[config.mk]
export PLATFORM = sky130hd
export DESIGN_NAME = retire_trace_buffer
export DESIGN_NICKNAME = d
export VERILOG_FILES = /design/src/rtl/retire_trace_buffer.sv
export SDC_FILE = /design/constraint.sdc
export NUM_CORES = 1
export LEC_CHECK = 0
export ABC_AREA = 0
export CORE_UTILIZATION = 45
export DETAILED_ROUTE_END_ITERATION = 16
export GPL_TIMING_DRIVEN = 1
export PLACE_DENSITY = 0.63
export SYNTH_ARGS = -nofsm -noshare
export SYNTH_HDL_FRONTEND = slang
export SYNTH_SLANG_ARGS = --single-unit
[constraint.sdc]
create_clock -name clk -period 11.75 [get_ports clk]
set_clock_uncertainty 0.15 [all_clocks]
set_input_delay 2.35 -clock clk [delete_from_list [all_inputs] [get_ports clk]]
set_output_delay 2.35 -clock clk [all_outputs]
set_load 0.02 [all_outputs]
[src/rtl/retire_trace_buffer.sv]
// Retire trace buffer: samples the single-cycle cpu's retire signals each
// clock, classifies them into 71-bit trace records and queues the records
// in a FIFO for an external drain port. Also keeps cycle/instruction
// counters and sticky halt/timeout/overflow status.
module retire_trace_buffer #(
  parameter int DEPTH       = 16,      // FIFO entries, power of two, >= 2
  parameter int CYCLE_LIMIT = 100000   // capture cycles before forced stop
) (
  input  logic        clk,
  input  logic        rst_n,
  input  logic [15:0] pc,
  input  logic        reg_write,
  input  logic [3:0]  write_reg,
  input  logic [15:0] write_data,
  input  logic        mem_read,
  input  logic        mem_write,
  input  logic [15:0] mem_addr,
  input  logic [15:0] mem_wdata,
  input  logic        hlt,
  output logic [70:0] rec_data,
  output logic        rec_valid,
  input  logic        rec_ready,
  output logic [31:0] cycle_count,
  output logic [31:0] inst_count,
  output logic        overflow,
  output logic        timeout,
  output logic        done
);

  localparam int AW = $clog2(DEPTH);
  localparam int CW = AW + 1;

  // Capture state machine encoding.
  localparam logic [1:0] S_RUN   = 2'd0;
  localparam logic [1:0] S_DRAIN = 2'd1;
  localparam logic [1:0] S_DONE  = 2'd2;

  // Record kinds.
  localparam logic [2:0] K_NOP   = 3'd0;
  localparam logic [2:0] K_REG   = 3'd1;
  localparam logic [2:0] K_LOAD  = 3'd2;
  localparam logic [2:0] K_STORE = 3'd3;
  localparam logic [2:0] K_HALT  = 3'd4;

  logic [1:0]    r_state;
  logic [31:0]   r_cycle_count;
  logic [31:0]   r_inst_count;
  logic          r_overflow;
  logic          r_timeout;
  logic [70:0]   r_mem [DEPTH];
  logic [AW-1:0] r_wr_ptr;
  logic [AW-1:0] r_rd_ptr;
  logic [CW-1:0] r_count;

  logic [2:0]    w_kind;
  logic [3:0]    w_reg;
  logic [15:0]   w_value;
  logic [15:0]   w_addr;
  logic [70:0]   w_record;
  logic          w_capture;
  logic [31:0]   w_cycle_next;
  logic          w_hit_limit;
  logic          w_halt;
  logic          w_empty;
  logic          w_full;
  logic          w_pop;
  logic          w_push;
  logic          w_drop;

  // Classify this cycle's retire signals; earlier branches take priority.
  always_comb begin
    // NOTE: every output gets a default first so no path leaves a value
    // unassigned, which would otherwise infer a latch.
    w_kind  = K_NOP;
    w_reg   = 4'd0;
    w_value = 16'd0;
    w_addr  = 16'd0;
    if (reg_write && mem_read) begin
      w_kind  = K_LOAD;
      w_reg   = write_reg;
      w_value = write_data;
      w_addr  = mem_addr;
    end else if (reg_write) begin
      w_kind  = K_REG;
      w_reg   = write_reg;
      w_value = write_data;
    end else if (hlt) begin
      w_kind  = K_HALT;
    end else if (mem_write) begin
      w_kind  = K_STORE;
      w_value = mem_wdata;
      w_addr  = mem_addr;
    end
  end

  // The record's instruction number is the pre-increment count, so the
  // first record after reset carries inum 0.
  assign w_record     = {w_kind, w_reg, r_inst_count[15:0], pc, w_value, w_addr};
  assign w_capture    = (r_state == S_RUN);
  assign w_cycle_next = r_cycle_count + 32'd1;
  assign w_hit_limit  = (w_cycle_next == 32'(CYCLE_LIMIT));
  // A halt shadowed by a same-cycle register write is not a halt record
  // and therefore does not stop capture.
  assign w_halt       = (w_kind == K_HALT);

  // FIFO handshake. A full FIFO still accepts a push when the head leaves
  // on the same edge; otherwise the new record is dropped.
  assign w_empty   = (r_count == '0);
  assign w_full    = (r_count == CW'(DEPTH));
  assign w_pop     = !w_empty && rec_ready;
  assign w_push    = w_capture && (!w_full || w_pop);
  assign w_drop    = w_capture && w_full && !w_pop;

  assign rec_valid   = !w_empty;
  // Gate the head so the port reads zero while nothing is buffered,
  // including straight out of reset.
  assign rec_data    = w_empty ? '0 : r_mem[r_rd_ptr];
  assign cycle_count = r_cycle_count;
  assign inst_count  = r_inst_count;
  assign overflow    = r_overflow;
  assign timeout     = r_timeout;
  assign done        = (r_state == S_DONE);

  // Capture state: RUN until halt or cycle limit, DRAIN until empty, then DONE.
  always_ff @(posedge clk or negedge rst_n) begin
    // NOTE: sequential state uses non-blocking assignments so every register
    // samples pre-edge values regardless of statement or block order.
    if (!rst_n) begin
      r_state <= S_RUN;
    end else begin
      case (r_state)
        S_RUN:   if (w_halt || w_hit_limit) r_state <= S_DRAIN;
        S_DRAIN: if (w_empty) r_state <= S_DONE;
        S_DONE:  r_state <= S_DONE;
        default: r_state <= S_RUN;
      endcase
    end
  end

  // Cycle and instruction counters advance only while capturing.
  always_ff @(posedge clk or negedge rst_n) begin
    if (!rst_n) begin
      r_cycle_count <= 32'd0;
      r_inst_count  <= 32'd0;
    end else if (w_capture) begin
      r_cycle_count <= w_cycle_next;
      r_inst_count  <= r_inst_count + 32'd1;
    end
  end

  // Sticky status flags.
  always_ff @(posedge clk or negedge rst_n) begin
    if (!rst_n) begin
      r_overflow <= 1'b0;
      r_timeout  <= 1'b0;
    end else begin
      if (w_drop)                   r_overflow <= 1'b1;
      if (w_capture && w_hit_limit) r_timeout  <= 1'b1;
    end
  end

  // FIFO pointers and occupancy; pointers wrap naturally at DEPTH.
  always_ff @(posedge clk or negedge rst_n) begin
    if (!rst_n) begin
      r_wr_ptr <= '0;
      r_rd_ptr <= '0;
      r_count  <= '0;
    end else begin
      if (w_push) r_wr_ptr <= r_wr_ptr + AW'(1);
      if (w_pop)  r_rd_ptr <= r_rd_ptr + AW'(1);
      r_count <= r_count + CW'(w_push) - CW'(w_pop);
    end
  end

  // FIFO storage write port.
  always_ff @(posedge clk) begin
    // NOTE: the storage array is deliberately not reset; the pointers and
    // count define which entries are live, and rec_data is gated when empty.
    if (w_push) r_mem[r_wr_ptr] <= w_record;
  end

endmodule

**After elaboration in Yosys (flattened, before gate mapping)**

Memories as Yosys holds them, arrays and structs flattened.
Index checks and enable logic that the tools add are counted.

- Input port bits: 75
- Output and inout bits: 139
- Memories: 1
- Bits in registers: 81
- RAM bits: 1136

Memories:

| name | depth | width | rd ports | clocked after Yosys merged registers in | write ports | line | text |
|---|---|---|---|---|---|---|---|
| r_mem | 16 | 71 | 1 | 0 | 1 | 50 | `logic [70:0] r_mem [DEPTH];` |

- Equality and inequality tests: 7
- Reduce and logical (&&, ||, !) cells: 14
- Multiplexer cells: 20
- Add/sub/neg operators: 6

Operators with widths:

| operator | count |
|---|---|
| 16-bit 2-to-1 mux | 8 |
| 71-bit 2-to-1 mux | 1 |
| 32-bit by 1-bit adder with 32-bit output, second input constant | 2 |
| 32-bit by 17-bit == test with 1-bit output, second input constant | 1 |
| 3-bit 2-to-1 mux | 3 |
| 4-bit by 1-bit adder with 4-bit output, second input constant | 2 |
| 4-bit 2-to-1 mux | 2 |
| 1-bit logical AND | 6 |
| 2-bit 2-to-1 mux | 3 |
| 2-bit case mux with 3 select lines | 1 |
| 5-bit by 1-bit adder with 5-bit output | 1 |
| 5-bit == test, second input constant | 1 |
| 5-bit zero test | 1 |
| 5-bit by 1-bit subtractor with 5-bit output | 1 |
| 3-bit == test, second input constant | 1 |
| 1-bit zero test | 3 |
| 2-bit by 1-bit == test with 1-bit output, second input constant | 1 |
| 2-bit == test, second input constant | 1 |
| 2-bit zero test | 1 |
| 1-bit logical OR | 2 |
| 1-bit 2-to-1 mux | 2 |
| 2-bit by 1-bit inequality test with 1-bit output, second input constant | 1 |
| 2-bit inequality test, second input constant | 1 |
| 2-bit AND reduction | 1 |

**Depth between registers and ports, before layout**

Gate-level depths: netlist (run 1).

- Depth in word-level cells: 8
- Depth in mapped cells: 14
- Mapped depth without buffers: 13

**Least setup slack after synthesis (run 1)**

OpenSTA, ideal clock, no wires.

- Path type: input -> register
- Start point: input port rec_ready
- End point: memory r_mem[3][0], enable pin
- Setup slack: 3.177 ns
- Required time: 11.013 ns
- Library setup time: 0.587 ns
- Stages on the path: 5
- Arrival time: 7.835 ns
- Cell sequence: nand4b_1 and2_1 clkbuf_1 nand2_1 nor3_1

- Cells in the longest elaborated chain, start to end: 5

Ends and longest elaborated chain:

| element | line | text |
|---|---|---|
| start: declaration | 22 | `input logic rec_ready,` |
| 1-bit logical AND | 110 | `assign w_pop = !w_empty && rec_ready;` |
| 1-bit logical OR | 111 | `assign w_push = w_capture && (!w_full \|\| w_pop);` |
| 1-bit logical AND | 111 |  |
| 1-bit 2-to-1 mux | 179 | `if (w_push) r_mem[r_wr_ptr] <= w_record;` |
| 1-bit 2-to-1 mux (not written as such) | 179 |  |
| end: declaration | 50 |  |

Every way passes these cells.

**Worst setup path in the final report (run 1)**

- Start point: register r_rd_ptr[1]
- End point: output port rec_data[28]

- Cells in the longest elaborated chain, start to end: 2

Ends and longest elaborated chain:

| element | line | text |
|---|---|---|
| start: declaration | 52 | `logic [AW-1:0] r_rd_ptr;` |
| start signal: assignment | 170 | `if (w_pop) r_rd_ptr <= r_rd_ptr + AW'(1);` |
| memory read 16 x 71 bit | - |  |
| 71-bit 2-to-1 mux | 117 | `assign rec_data = w_empty ? '0 : r_mem[r_rd_ptr];` |
| end: declaration | 20 | `output logic [70:0] rec_data,` |

Every way passes these cells.

==> results of run 1 <==
## worst max-delay path by stage
stage	end	slack (ps)	cells past startpoint	start
5_1_grt	rec_data[28]	3900	6	r_rd_ptr[1]
4_1_cts	rec_data[28]	4030	6	r_rd_ptr[1]
3_5_place_dp	rec_data[28]	4830	6	r_rd_ptr[1]
3_3_place_gp	rec_data[28]	4830	6	r_rd_ptr[1]
2_1_floorplan	r_mem[3][0]	3180	5	rec_ready
6_report	rec_data[28]	4080	6	r_rd_ptr[1]
## per-layer routing
layer | global-route usage | up-vias
met2 | 0.338 | 765
li1 | - | 9560
met5 | 0 | -
met4 | 0.0523 | 0
met3 | 0.0439 | 129
met1 | 0.279 | 12300
## power groups by stage
stage,combinational (mW),sequential (mW),clock [mW]
final,4.38,5.70,4.03
after CTS,4.48,5.71,4.10
after floorplan,2.96,5.63,0
after global placement,4.43,5.76,0
after global routing,4.66,5.76,4.26
after detailed placement,4.47,5.80,0
## layout make-up
| class | count | area, um^2 | area share |
|---|---|---|---|
| timing repair buffer | 266 | 2540 | 0.0454 |
| clock buffer | 158 | 3440 | 0.0615 |
| multi-input combinational | 803 | 11200 | 0.200 |
| inverter | 17 | 63.8 | 0.00114 |
| tap | 1391 | 1740 | 0.0311 |
| clock inverter | 73 | 800 | 0.0143 |
| sequential | 1217 | 36200 | 0.647 |
| antenna | 4 | 10.0 | 0.000179 |
## worst max-delay path, stage by stage, from the launching register on
cell                              delay, ps
sky130_fd_sc_hd__dfrtp_4                890
sky130_fd_sc_hd__buf_4                  760
sky130_fd_sc_hd__buf_4                  920
sky130_fd_sc_hd__mux4_2                 420
sky130_fd_sc_hd__mux4_2                 480
sky130_fd_sc_hd__and2_1                 250
sky130_fd_sc_hd__clkdlybuf4s50_1        570
## through the flow
| step | setup WS (ps) | hold WS, ps | util | area (um^2) | total power, mW |
|---|---|---|---|---|---|
| after floorplan | 3180 | 329 | - | 47700 | 8.59 |
| after global placement | 4830 | 314 | 0.491 | 51700 | 10.2 |
| after detailed placement | 4830 | 317 | 0.491 | 51700 | 10.3 |
| after CTS | 4030 | 344 | 0.531 | 55900 | 14.3 |
| after global routing | 3900 | 360 | 0.531 | 55900 | 14.7 |
| final | 4080 | 339 | 0.531 | 55900 | 14.1 |
## cell usage after synthesis (all sizes together), types with 4 or more instances
cell,number
edfxtp,1136
nor4,10
nand4,31
mux4,355
nor3b,4
nand2,45
nor3,17
dfrtp,81
ha,17
xnor2,52
a22o,16
a21o,4
mux2,5
and2,98
buf,49
xor2,24
nand3,22
o21ai,7
and3,13
nor2,33
and4,10
inv,17
clkbuf,63
or3,4
## registers in the layout, summed over array words and instances, names as in the netlist
register     count
r_wr_ptr         4
timeout          1
inst_count      32
r_state          2
overflow         1
r_count          5
r_rd_ptr         4
r_mem         1136
cycle_count     32
## logic make-up (layout without fill, tap and decap cells)
group | after synthesis | count (layout) | synth area share
xor+xnor | 76 | 76 | 0.0141
compound gates | 46 | 46 | 0.00726
buf+inv | 129 | 514 | 0.0112
fa+ha+maj | 18 | 18 | 0.00488
other cells | 0 | 4 | 0
flops | 1217 | 1217 | 0.757
simple gates | 302 | 302 | 0.0364
mux | 361 | 361 | 0.169
==> impl_table.tex, run 1 <==
\begin{tabular}{lr}
\hline
Metric & Value \\
\hline
\multicolumn{2}{l}{\textbf{Outcome}} \\
\quad Run status & completed \\
\multicolumn{2}{l}{\textbf{Logic synthesis}} \\
\quad Synthesized area per cell & 22.2 um\^{}2 \\
\quad Synth warn & 0 \\
\quad Top FF cell, synth & sky130\_fd\_sc\_hd\_\_edfxtp\_1 \\
\quad Netlist area before placement & 47700 um\^{}2 \\
\quad Number of instances in the synthesized netlist & 2149 \\
\quad Cell type with the highest aggregate area in the netlist & sky130\_fd\_sc\_hd\_\_edfxtp\_1 \\
\quad Sequential-to-total area share from yosys stat & 0.757 \\
\quad Synth Register Bits & 1217 \\
\quad Share of synthesized flip-flops with an asynchronous set or reset & 0.0666 \\
\quad Post-Synthesis Net Count & 2242 \\
\quad Most area-consuming cells after synthesis & sky130\_fd\_sc\_hd\_\_edfxtp\_1, sky130\_fd\_sc\_hd\_\_mux4\_2, sky130\_fd\_sc\_hd\_\_dfrtp\_1 \\
\quad Portion of synthesized cell area occupied by the leading cell type & 0.715 \\
\quad Unique cell type count in the Yosys netlist & 54 \\
\quad Number of synthesized flops with an enable pin & 1136 \\
\multicolumn{2}{l}{\textbf{Run}} \\
\quad Number of maximum-capacitance violations & 0 \\
\multicolumn{2}{l}{\textbf{Global route}} \\
\quad Aggregate global routing overflow & 0 \\
\quad Largest net degree at the start of global routing & 117 \\
\quad Global-route wire length before repair & 160000 um \\
\quad Via count of the first global-routing pass & 24300 \\
\quad Global-route total usage across every layer & 0.205 \\
\quad Initial antenna violation count & 4 \\
\multicolumn{2}{l}{\textbf{CTS}} \\
\quad Resized cells post-CTS & 0 \\
\quad Sinks on the clock net & 1217 \\
\quad CTS H-Tree Depth & 4 \\
\quad Total CTS buffers & 131 \\
\quad Insertion delay to the later sink of the worst-skew pair & 740 ps \\
\quad CTS tree & built \\
\quad Clock edge transition at the registers on the reported setup and hold paths & 60 ps \\
\quad Clock tree root buffer cell & sky130\_fd\_sc\_hd\_\_clkbuf\_16 \\
\quad Hold-fix buffers at CTS & 0 \\
\quad Number of buffers inserted to repair setup after CTS & 0 \\
\quad Buffer levels on the longest clock path & 3 \\
\multicolumn{2}{l}{\textbf{Power and ir drop}} \\
\quad Clk network pwr share & 0.285 \\
\quad Proportion of power drawn by flip-flops and latches & 0.404 \\
\quad Cell area power density & 252 nW/um\^{}2 \\
\quad Pleak & 18.1 nW \\
\quad Worst voltage drop across the vdd grid & 0.000238 V \\
\quad Combinational cell fraction of total power & 0.310 \\
\quad NetSw & 4.25 mW \\
\quad Internal power & 9.85 mW \\
\quad Switching part of the total & 0.301 \\
\multicolumn{2}{l}{\textbf{Worst setup path}} \\
\quad Required @ worst endpoint & 9250 ps \\
\quad Crit Reg-Reg Startpoint & r\_count[3] \\
\quad Endpoint kind of the worst setup timing path & output pin \\
\quad CP Data Arrival Time & 5170 ps \\
\quad Largest fanout of any net on the critical path & 72 \\
\quad R2R Setup Slk & 7740 ps \\
\quad Type of origin of the critical path & flop \\
\quad Critical path class & flop to output pin \\
\quad Reg-to-Reg End & r\_mem[12][32] \\
\quad FF-to-FF path depth & 8 \\
\multicolumn{2}{l}{\textbf{Finish}} \\
\quad Count of nets after finishing & 2529 \\
\quad Area delta synth->final & 17.2\% \\
\quad Fillers & 8009 \\
\quad Most common cell after layout, fill and taps aside & sky130\_fd\_sc\_hd\_\_edfxtp\_1 \\
\quad Most used cells in the layout excluding fill and tap cells & sky130\_fd\_sc\_hd\_\_edfxtp\_1, sky130\_fd\_sc\_hd\_\_mux4\_2, sky130\_fd\_sc\_hd\_\_clkdlybuf4s50\_1, sky130\_fd\_sc\_hd\_\_clkbuf\_16, sky130\_fd\_sc\_hd\_\_and2\_1 \\
\quad Share of final-layout standard cells stronger than drive strength 1 & 0.249 \\
\quad Number of cells in the finished layout apart from fillers & 3929 \\
\multicolumn{2}{l}{\textbf{Detailed routing}} \\
\quad Per-cell via count in the routed design & 5.78 \\
\quad Wire length on met2 & 53800 um \\
\quad Via Count & 22700 \\
\quad Top layer used by detailed routing & met4 \\
\quad Number of iterations in the first detailed-routing pass & 5 \\
\quad Routed WL per cell & 27.5 um \\
\quad DRC violation count after routing & 0 \\
\quad Routed wire length & 108000 um \\
\quad Met3 routed WL & 7580 um \\
\quad Wire length on met1 & 44900 um \\
\quad ANT nets after route & 0 \\
\quad Violation count after the first detailed-routing iteration & 2031 \\
\multicolumn{2}{l}{\textbf{Timing}} \\
\quad Worst slew margin relative to its limit & 0.282 \\
\quad Least-Margin Pin Slew & 1080 ps \\
\quad Count of final setup violators & 0 \\
\quad Time the final worst path needs with I/O delays and setup & 7670 ps \\
\quad Number of hold-slack violations in the final timing report & 0 \\
\quad Final setup TNS & 0 ps \\
\quad RSZ-0062 raised after global routing & false \\
\quad Final Cycle Share & 0.653 \\
\quad Highest clock frequency the design can meet & 130 MHz \\
\quad Max Transition Viols Final & 0 \\
\multicolumn{2}{l}{\textbf{Die}} \\
\quad Floorplan die area & 107000 um\^{}2 \\
\quad Number of placed I/O pins & 214 \\
\quad Number of placement rows & 119 \\
\quad Initial standard-cell utilization of the core & 0.453 \\
\quad Chip Width & 328 um \\
\quad Vertical extent of the die & 328 um \\
\quad Area of the core & 105000 um\^{}2 \\
\multicolumn{2}{l}{\textbf{Placed design}} \\
\quad RD Place Congestion & 0.805 \\
\quad Number of placed cells counting well taps & 3694 \\
\quad Buffers on Ports & 213 \\
\quad Estimated wirelength of the detail-placed design & 56700 um \\
\multicolumn{2}{l}{\textbf{Min path}} \\
\quad Kind of path behind the tightest hold check & flop to flop \\
\quad Hold EP & inst\_count[31] \\
\quad Worst Min Path Start & inst\_count[31] \\
\quad Worst Hold Path Cells & 1 \\
\hline
\end{tabular}
Power figures use the tool's default switching activity.
==> run 2: changes to the inputs <==
- clock period: 11.75 -> 7.69 ns (I/O delays scaled with it)
==> run 2 against run 1 <==
Die area is the same. Combinational power rose by 53%. First-iteration DRC count down 5.9%. Clock power is 40% higher. Worst hold slack worse by 8.3 ps. Non-clock buffer count up 1. Via count down 0.43%. Register-to-register slack got worse by 3900 ps. Critical endpoint is now rec_data[10]. Largest cell class unchanged.
==> impl_table.tex, run 2 (synthesis results as in run 1) <==
\begin{tabular}{lr}
\hline
Metric & Value \\
\hline
\multicolumn{2}{l}{\textbf{Outcome}} \\
\quad Run status & completed \\
\multicolumn{2}{l}{\textbf{Timing}} \\
\quad Final setup TNS & 0 ps (unchanged) \\
\quad Worst slew margin relative to its limit & 0.252 (-0.0305) \\
\quad Number of hold-slack violations in the final timing report & 0 (unchanged) \\
\quad Final Cycle Share & 0.781 \\
\quad Highest clock frequency the design can meet & 167 MHz \\
\quad Count of final setup violators & 0 (unchanged) \\
\quad Worst Hold Margin & 331 ps (-8.35 ps) \\
\quad Least-Margin Pin Slew & 1120 ps (+45.8 ps) \\
\quad Time the final worst path needs with I/O delays and setup & 6000 ps \\
\quad Max Transition Viols Final & 0 (unchanged) \\
\quad RSZ-0062 raised after global routing & false \\
\multicolumn{2}{l}{\textbf{Detailed routing}} \\
\quad Number of iterations in the first detailed-routing pass & 5 (unchanged) \\
\quad Routed WL per cell & 27.7 um (+0.92\%) \\
\quad Via Count & 22600 (-0.43\%) \\
\quad Violation count after the first detailed-routing iteration & 1911 (-5.9\%) \\
\quad DRC violation count after routing & 0 (unchanged) \\
\quad Per-cell via count in the routed design & 5.78 (about the same) \\
\quad Routed wire length & 109000 um (+0.51\%) \\
\quad ANT nets after route & 0 (unchanged) \\
\multicolumn{2}{l}{\textbf{Finish}} \\
\quad Core Util, Final & 0.528 (-0.00314) \\
\quad Number of flip-flops in the largest register & 1136 (unchanged) \\
\quad Share of final-layout standard cells stronger than drive strength 1 & 0.241 (-0.00794) \\
\quad Fillers & 7944 (-0.81\%) \\
\quad Most common cell after layout, fill and taps aside & sky130\_fd\_sc\_hd\_\_edfxtp\_1 \\
\quad Count of nets after finishing & 2519 (-0.40\%) \\
\quad Register name with the most flops & r\_mem \\
\quad Most used cells in the layout excluding fill and tap cells & sky130\_fd\_sc\_hd\_\_edfxtp\_1, sky130\_fd\_sc\_hd\_\_mux4\_2, sky130\_fd\_sc\_hd\_\_clkdlybuf4s50\_1, sky130\_fd\_sc\_hd\_\_clkbuf\_16, sky130\_fd\_sc\_hd\_\_and2\_1 \\
\quad Area delta synth->final & 16.5\% \\
\quad Number of antenna repair diodes & 0 (-4) \\
\multicolumn{2}{l}{\textbf{Global route}} \\
\quad Global-route wire length before repair & 161000 um (+0.61\%) \\
\quad Via count of the first global-routing pass & 24200 (-0.44\%) \\
\quad Global-route total usage across every layer & 0.205 (about the same) \\
\quad Largest net degree at the start of global routing & 116 (-0.85\%) \\
\quad Aggregate global routing overflow & 0 (unchanged) \\
\quad Initial antenna violation count & 2 (-2) \\
\multicolumn{2}{l}{\textbf{Min path}} \\
\quad Worst Hold Path Cells & 1 (unchanged) \\
\quad Kind of path behind the tightest hold check & flop to flop \\
\multicolumn{2}{l}{\textbf{Die}} \\
\quad Chip Width & 328 um (unchanged) \\
\quad Vertical extent of the die & 328 um (unchanged) \\
\quad Initial standard-cell utilization of the core & 0.453 (unchanged) \\
\quad Area of the core & 105000 um\^{}2 (unchanged) \\
\quad Number of placement rows & 119 (unchanged) \\
\quad Floorplan die area & 107000 um\^{}2 (unchanged) \\
\quad Number of placed I/O pins & 214 (unchanged) \\
\multicolumn{2}{l}{\textbf{CTS}} \\
\quad CTS tree & built \\
\quad CTS H-Tree Depth & 3 (-1) \\
\quad Clock edge transition at the registers on the reported setup and hold paths & 60 ps (about the same) \\
\quad Sinks on the clock net & 1217 (unchanged) \\
\quad Clock tree root buffer cell & sky130\_fd\_sc\_hd\_\_clkbuf\_16 \\
\quad Buffer levels on the longest clock path & 3 (unchanged) \\
\quad Total CTS buffers & 120 (-8.4\%) \\
\quad Resized cells post-CTS & 0 (unchanged) \\
\quad Hold-fix buffers at CTS & 0 (unchanged) \\
\quad Insertion delay to the later sink of the worst-skew pair & 690 ps (-50 ps) \\
\quad Number of buffers inserted to repair setup after CTS & 0 (unchanged) \\
\multicolumn{2}{l}{\textbf{Placed design}} \\
\quad Estimated wirelength of the detail-placed design & 56500 um (-0.45\%) \\
\quad RD Place Congestion & 0.821 (+1.9\%) \\
\quad Buffers on Ports & 213 (unchanged) \\
\multicolumn{2}{l}{\textbf{Worst setup path}} \\
\quad CP Data Arrival Time & 4320 ps (-850 ps) \\
\quad FF-to-FF path depth & 14 (+6) \\
\quad Critical Path Source & r\_rd\_ptr[0] \\
\quad Timing endpoint of the critical path & rec\_data[10] \\
\quad Crit Reg-Reg Startpoint & r\_count[2] \\
\quad R2R Setup Slk & 3820 ps (-3920 ps) \\
\quad Reg-to-Reg End & r\_count[4] \\
\quad Type of origin of the critical path & flop \\
\quad Required @ worst endpoint & 6000 ps (-3250 ps) \\
\quad Critical path class & flop to output pin \\
\quad Largest fanout of any net on the critical path & 46 (-36\%) \\
\quad Endpoint kind of the worst setup timing path & output pin \\
\multicolumn{2}{l}{\textbf{Power and ir drop}} \\
\quad Worst voltage drop across the vdd grid & 0.000293 V (+23\%) \\
\quad Pleak & 17.9 nW (-1.0\%) \\
\quad Cell area power density & 380 nW/um\^{}2 (+51\%) \\
\multicolumn{2}{l}{\textbf{Run}} \\
\quad Number of maximum-capacitance violations & 0 (unchanged) \\
\hline
\end{tabular}
[run 2: routing by layer]
| layer | track usage | share of wire | vias to the layer above |
|---|---|---|---|
| li1 | - | - | 9529 |
| met4 | 0.0438 | 0.017 | 0 |
| met3 | 0.0388 | 0.060 | 123 |
| met5 | 0 | 0 | - |
| met2 | 0.350 | 0.51 | 685 |
| met1 | 0.276 | 0.41 | 12300 |
[run 2: worst min-delay path by stage]
stage	startpoint	to	slack [ps]
floorplan	r_count[0]	r_count[0]	330
global placement	overflow	overflow	310
detailed placement	overflow	overflow	320
CTS	inst_count[31]	inst_count[31]	340
global route	inst_count[31]	inst_count[31]	350
finish	inst_count[31]	inst_count[31]	330
[run 2: critical path, stage by stage (launching register included)]
cell and delay, ps:
sky130_fd_sc_hd__dfrtp_4 1100, sky130_fd_sc_hd__buf_4 610, sky130_fd_sc_hd__mux4_2 590, sky130_fd_sc_hd__mux4_2 500, sky130_fd_sc_hd__and2_1 210, sky130_fd_sc_hd__clkdlybuf4s50_1 550
[run 2: cell type report]
cell class	count	area [um^2]	area share
clock buffers	156	3210	0.0578
multi-input cells	803	11200	0.201
repair buffers	267	2650	0.0476
well taps	1391	1740	0.0313
inverters	17	63.8	0.00115
clock inverters	62	576	0.0104
flip-flops and latches	1217	36200	0.650
[run 2: metrics by stage]
| step | power (mW) | setup WS [ps] | area [um^2] | cells |
|---|---|---|---|---|
| after floorplan | 13.1 | 1830 | 47700 | 2149 |
| after global placement | 15.7 | 2360 | 51800 | 3695 |
| after detailed placement | 15.8 | 2320 | 51800 | 3695 |
| after CTS | 21.4 | 1550 | 55600 | 3913 |
| after global routing | 22.0 | 1440 | 55600 | 3913 |
| final | 21.1 | 1690 | 55600 | 3913 |
[run 2: report_power, final]
group / internal [mW] / total (mW) / switching [mW]
clock: 3.23 / 5.64 / 2.41
sequential: 8.17 / 8.79 / 0.619
combinational: 3.34 / 6.70 / 3.36
==> run 3: changes to the inputs <==
- clock period: 7.69 -> 5.7 ns (I/O delays scaled with it)
==> run 3 against run 2 <==
Routed wire length decreased by 1.6%. Via count is 0.64% lower. Global-route usage shrank 0.38 points. Final cell count increased by 0.28%. Total power rose by 34%. Sequential power is 33% higher. Die area did not move. Non-clock buffer count up 11. Utilization is 0.099 points higher. Sequential share of layout area down 0.12 points. Critical path type unchanged.
==> impl_table.tex, run 3 (synthesis results as in run 1) <==
\begin{tabular}{lr}
\hline
Metric & Value \\
\hline
\multicolumn{2}{l}{\textbf{Finish}} \\
\quad Core Util, Final & 0.529 (+0.000987) \\
\quad Sequential cell area & 36200 um\^{}2 (unchanged) \\
\quad Register name with the most flops & r\_mem \\
\quad Most used cells in the layout excluding fill and tap cells & sky130\_fd\_sc\_hd\_\_edfxtp\_1, sky130\_fd\_sc\_hd\_\_mux4\_2, sky130\_fd\_sc\_hd\_\_clkdlybuf4s50\_1, sky130\_fd\_sc\_hd\_\_clkbuf\_16, sky130\_fd\_sc\_hd\_\_and2\_1 \\
\quad Number of flip-flops in the largest register & 1136 (unchanged) \\
\quad Multi-input gate area & 11200 um\^{}2 (unchanged) \\
\quad Count of nets after finishing & 2529 (+0.40\%) \\
\quad Most common cell after layout, fill and taps aside & sky130\_fd\_sc\_hd\_\_edfxtp\_1 \\
\quad Fillers & 8001 (+0.72\%) \\
\quad Area delta synth->final & 16.7\% \\
\quad Share of final-layout standard cells stronger than drive strength 1 & 0.243 (+0.00221) \\
\quad Number of cells in the finished layout apart from fillers & 3924 (+0.28\%) \\
\multicolumn{2}{l}{\textbf{Global route}} \\
\quad Initial antenna violation count & 2 (unchanged) \\
\quad Via count of the first global-routing pass & 23900 (-1.2\%) \\
\quad Largest net degree at the start of global routing & 96 (-17\%) \\
\quad Aggregate global routing overflow & 0 (unchanged) \\
\quad Global-route wire length before repair & 158000 um (-1.9\%) \\
\quad Global-route total usage across every layer & 0.201 (-0.00381) \\
\multicolumn{2}{l}{\textbf{CTS}} \\
\quad Resized cells post-CTS & 0 (unchanged) \\
\quad CTS H-Tree Depth & 3 (unchanged) \\
\quad Clock edge transition at the registers on the reported setup and hold paths & 60 ps (about the same) \\
\quad Number of buffers inserted to repair setup after CTS & 0 (unchanged) \\
\quad Insertion delay to the later sink of the worst-skew pair & 690 ps (about the same) \\
\quad Hold-fix buffers at CTS & 0 (unchanged) \\
\quad Clock tree root buffer cell & sky130\_fd\_sc\_hd\_\_clkbuf\_16 \\
\quad Total CTS buffers & 119 (-0.83\%) \\
\quad CTS tree & built \\
\quad Sinks on the clock net & 1217 (unchanged) \\
\quad Buffer levels on the longest clock path & 3 (unchanged) \\
\multicolumn{2}{l}{\textbf{Placed design}} \\
\quad Number of placed cells counting well taps & 3706 (+0.30\%) \\
\quad Buffers on Ports & 213 (unchanged) \\
\quad Estimated wirelength of the detail-placed design & 56800 um (+0.55\%) \\
\quad RD Place Congestion & 0.811 (-1.2\%) \\
\multicolumn{2}{l}{\textbf{Power and ir drop}} \\
\quad Combinational cell fraction of total power & 0.325 (+0.008) \\
\quad Worst voltage drop across the vdd grid & 0.000294 V (+0.39\%) \\
\quad Clk network pwr share & 0.261 (-0.006) \\
\quad Proportion of power drawn by flip-flops and latches & 0.413 (-0.003) \\
\quad Cell area power density & 509 nW/um\^{}2 (+34\%) \\
\quad Pleak & 18.0 nW (+0.36\%) \\
\quad Internal power & 19.8 mW (+34\%) \\
\quad NetSw & 8.55 mW (+34\%) \\
\quad Switching part of the total & 0.302 (-0.000936) \\
\multicolumn{2}{l}{\textbf{Detailed routing}} \\
\quad Violation count after the first detailed-routing iteration & 2089 (+9.3\%) \\
\quad ANT nets after route & 0 (unchanged) \\
\quad DRC violation count after routing & 0 (unchanged) \\
\quad Routed wire length & 107000 um (-1.6\%) \\
\quad Via Count & 22500 (-0.64\%) \\
\quad Routed WL per cell & 27.2 um (-1.9\%) \\
\quad Per-cell via count in the routed design & 5.73 (-0.92\%) \\
\quad Number of iterations in the first detailed-routing pass & 5 (unchanged) \\
\multicolumn{2}{l}{\textbf{Worst setup path}} \\
\quad R2R Setup Slk & 2090 ps (-1730 ps) \\
\quad Worst path max stage delay & 910 ps (-190 ps) \\
\quad Top cell by count, worst path & sky130\_fd\_sc\_hd\_\_mux4\_2 \\
\quad Max stage delay cell, worst path & sky130\_fd\_sc\_hd\_\_dfrtp\_4 \\
\quad Endpoint kind of the worst setup timing path & output pin \\
\quad Type of origin of the critical path & flop \\
\quad Required @ worst endpoint & 4410 ps (-1590 ps) \\
\quad CP Data Arrival Time & 3940 ps (-380 ps) \\
\quad Critical Path, Cell by Cell & buf\_12 > mux4\_2 > mux4\_2 > and2\_1 > clkdlybuf4s50\_1 \\
\quad Critical path class & flop to output pin \\
\quad Largest fanout of any net on the critical path & 50 (+8.7\%) \\
\multicolumn{2}{l}{\textbf{Die}} \\
\quad Area of the core & 105000 um\^{}2 (unchanged) \\
\quad Floorplan die area & 107000 um\^{}2 (unchanged) \\
\quad Chip Width & 328 um (unchanged) \\
\quad Number of placement rows & 119 (unchanged) \\
\quad Vertical extent of the die & 328 um (unchanged) \\
\quad Initial standard-cell utilization of the core & 0.453 (unchanged) \\
\quad Number of placed I/O pins & 214 (unchanged) \\
\multicolumn{2}{l}{\textbf{Timing}} \\
\quad RSZ-0062 raised after global routing & false \\
\quad Max Transition Viols Final & 0 (unchanged) \\
\quad Highest clock frequency the design can meet & 191 MHz \\
\quad Time the final worst path needs with I/O delays and setup & 5230 ps \\
\quad Worst slew margin relative to its limit & 0.357 (+0.105) \\
\quad Number of hold-slack violations in the final timing report & 0 (unchanged) \\
\quad Worst Hold Margin & 294 ps (-37.0 ps) \\
\quad Count of final setup violators & 0 (unchanged) \\
\quad Final Cycle Share & 0.917 \\
\quad Least-Margin Pin Slew & 964 ps (-158 ps) \\
\quad Final setup TNS & 0 ps (unchanged) \\
\multicolumn{2}{l}{\textbf{Run}} \\
\quad Number of maximum-capacitance violations & 0 (unchanged) \\
\multicolumn{2}{l}{\textbf{Min path}} \\
\quad Kind of path behind the tightest hold check & input pin to asynchronous set/reset pin \\
\multicolumn{2}{l}{\textbf{Outcome}} \\
\quad Run status & completed \\
\hline
\end{tabular}
[run 3: cell count changes in the layout (fill, tap and decap cells not counted)]
cell and change:
sky130_fd_sc_hd__clkbuf_8 +3, sky130_fd_sc_hd__bufinv_16 -4, sky130_fd_sc_hd__clkinv_16 -1, sky130_fd_sc_hd__diode_2 +1, sky130_fd_sc_hd__clkinvlp_4 -5, sky130_fd_sc_hd__inv_6 +1
sky130_fd_sc_hd__clkbuf_1 +2, sky130_fd_sc_hd__clkinv_2 +4, sky130_fd_sc_hd__clkinv_4 -1, sky130_fd_sc_hd__buf_12 +11
[run 3: path summary, 6_finish.rpt]
kind                                    to  depth (start not counted)        start
min reg2reg                       overflow                          1     overflow
max in group asynchronous      r_rd_ptr[0]                          2        rst_n
min in group clk                  overflow                          1     overflow
min                        cycle_count[16]                          1        rst_n
max                           rec_data[31]                          5  r_rd_ptr[0]
max reg2reg                 inst_count[31]                         10   r_state[0]
[run 3: power groups by stage]
stage               Sequential [mW]  Combinational [mW]  Clock [mW]
detailed placement             11.9                9.41           0
CTS                            11.7                9.45        7.57
global placement               11.8                9.32           0
finish                         11.7                9.23        7.41
global route                   11.8                9.81        7.91
floorplan                      11.6                6.10           0
[run 3: critical path: cells and delay by family, from the launching register on]
family / cells / cell delay, ps
buf+inv: 2 / 960
flops: 1 / 910
simple gates: 1 / 200
mux: 2 / 1110
[run 3: per-stage QoR]
stage	power [mW]	setup WS, ps	cell area, um^2
after global placement	21.2	1140	52000
after global routing	29.6	297	55700
after detailed placement	21.3	1110	52000
after floorplan	17.7	242	47700
final	28.4	474	55700
after CTS	28.7	351	55700
[run 3: routing by layer]
layer  wire length [um]  share of wire  global-route usage  vias to the layer above
li1                   -              -                   -                     9562
met1              44700           0.42               0.273                    12100
met2              54200           0.51               0.340                      656
met3               6240          0.058              0.0371                      129
met4               1690          0.016              0.0467                        0
met5                  0              0                   0                        -
[run 3: cell type report]
type | instances | area share
tap | 1391 | 0.0313
timing repair buffer | 278 | 0.0515
clock buffer | 161 | 0.0586
multi-input combinational | 803 | 0.201
clock inverter | 56 | 0.00732
sequential | 1217 | 0.649
inverter | 17 | 0.00115
antenna | 1 | 0.0000449
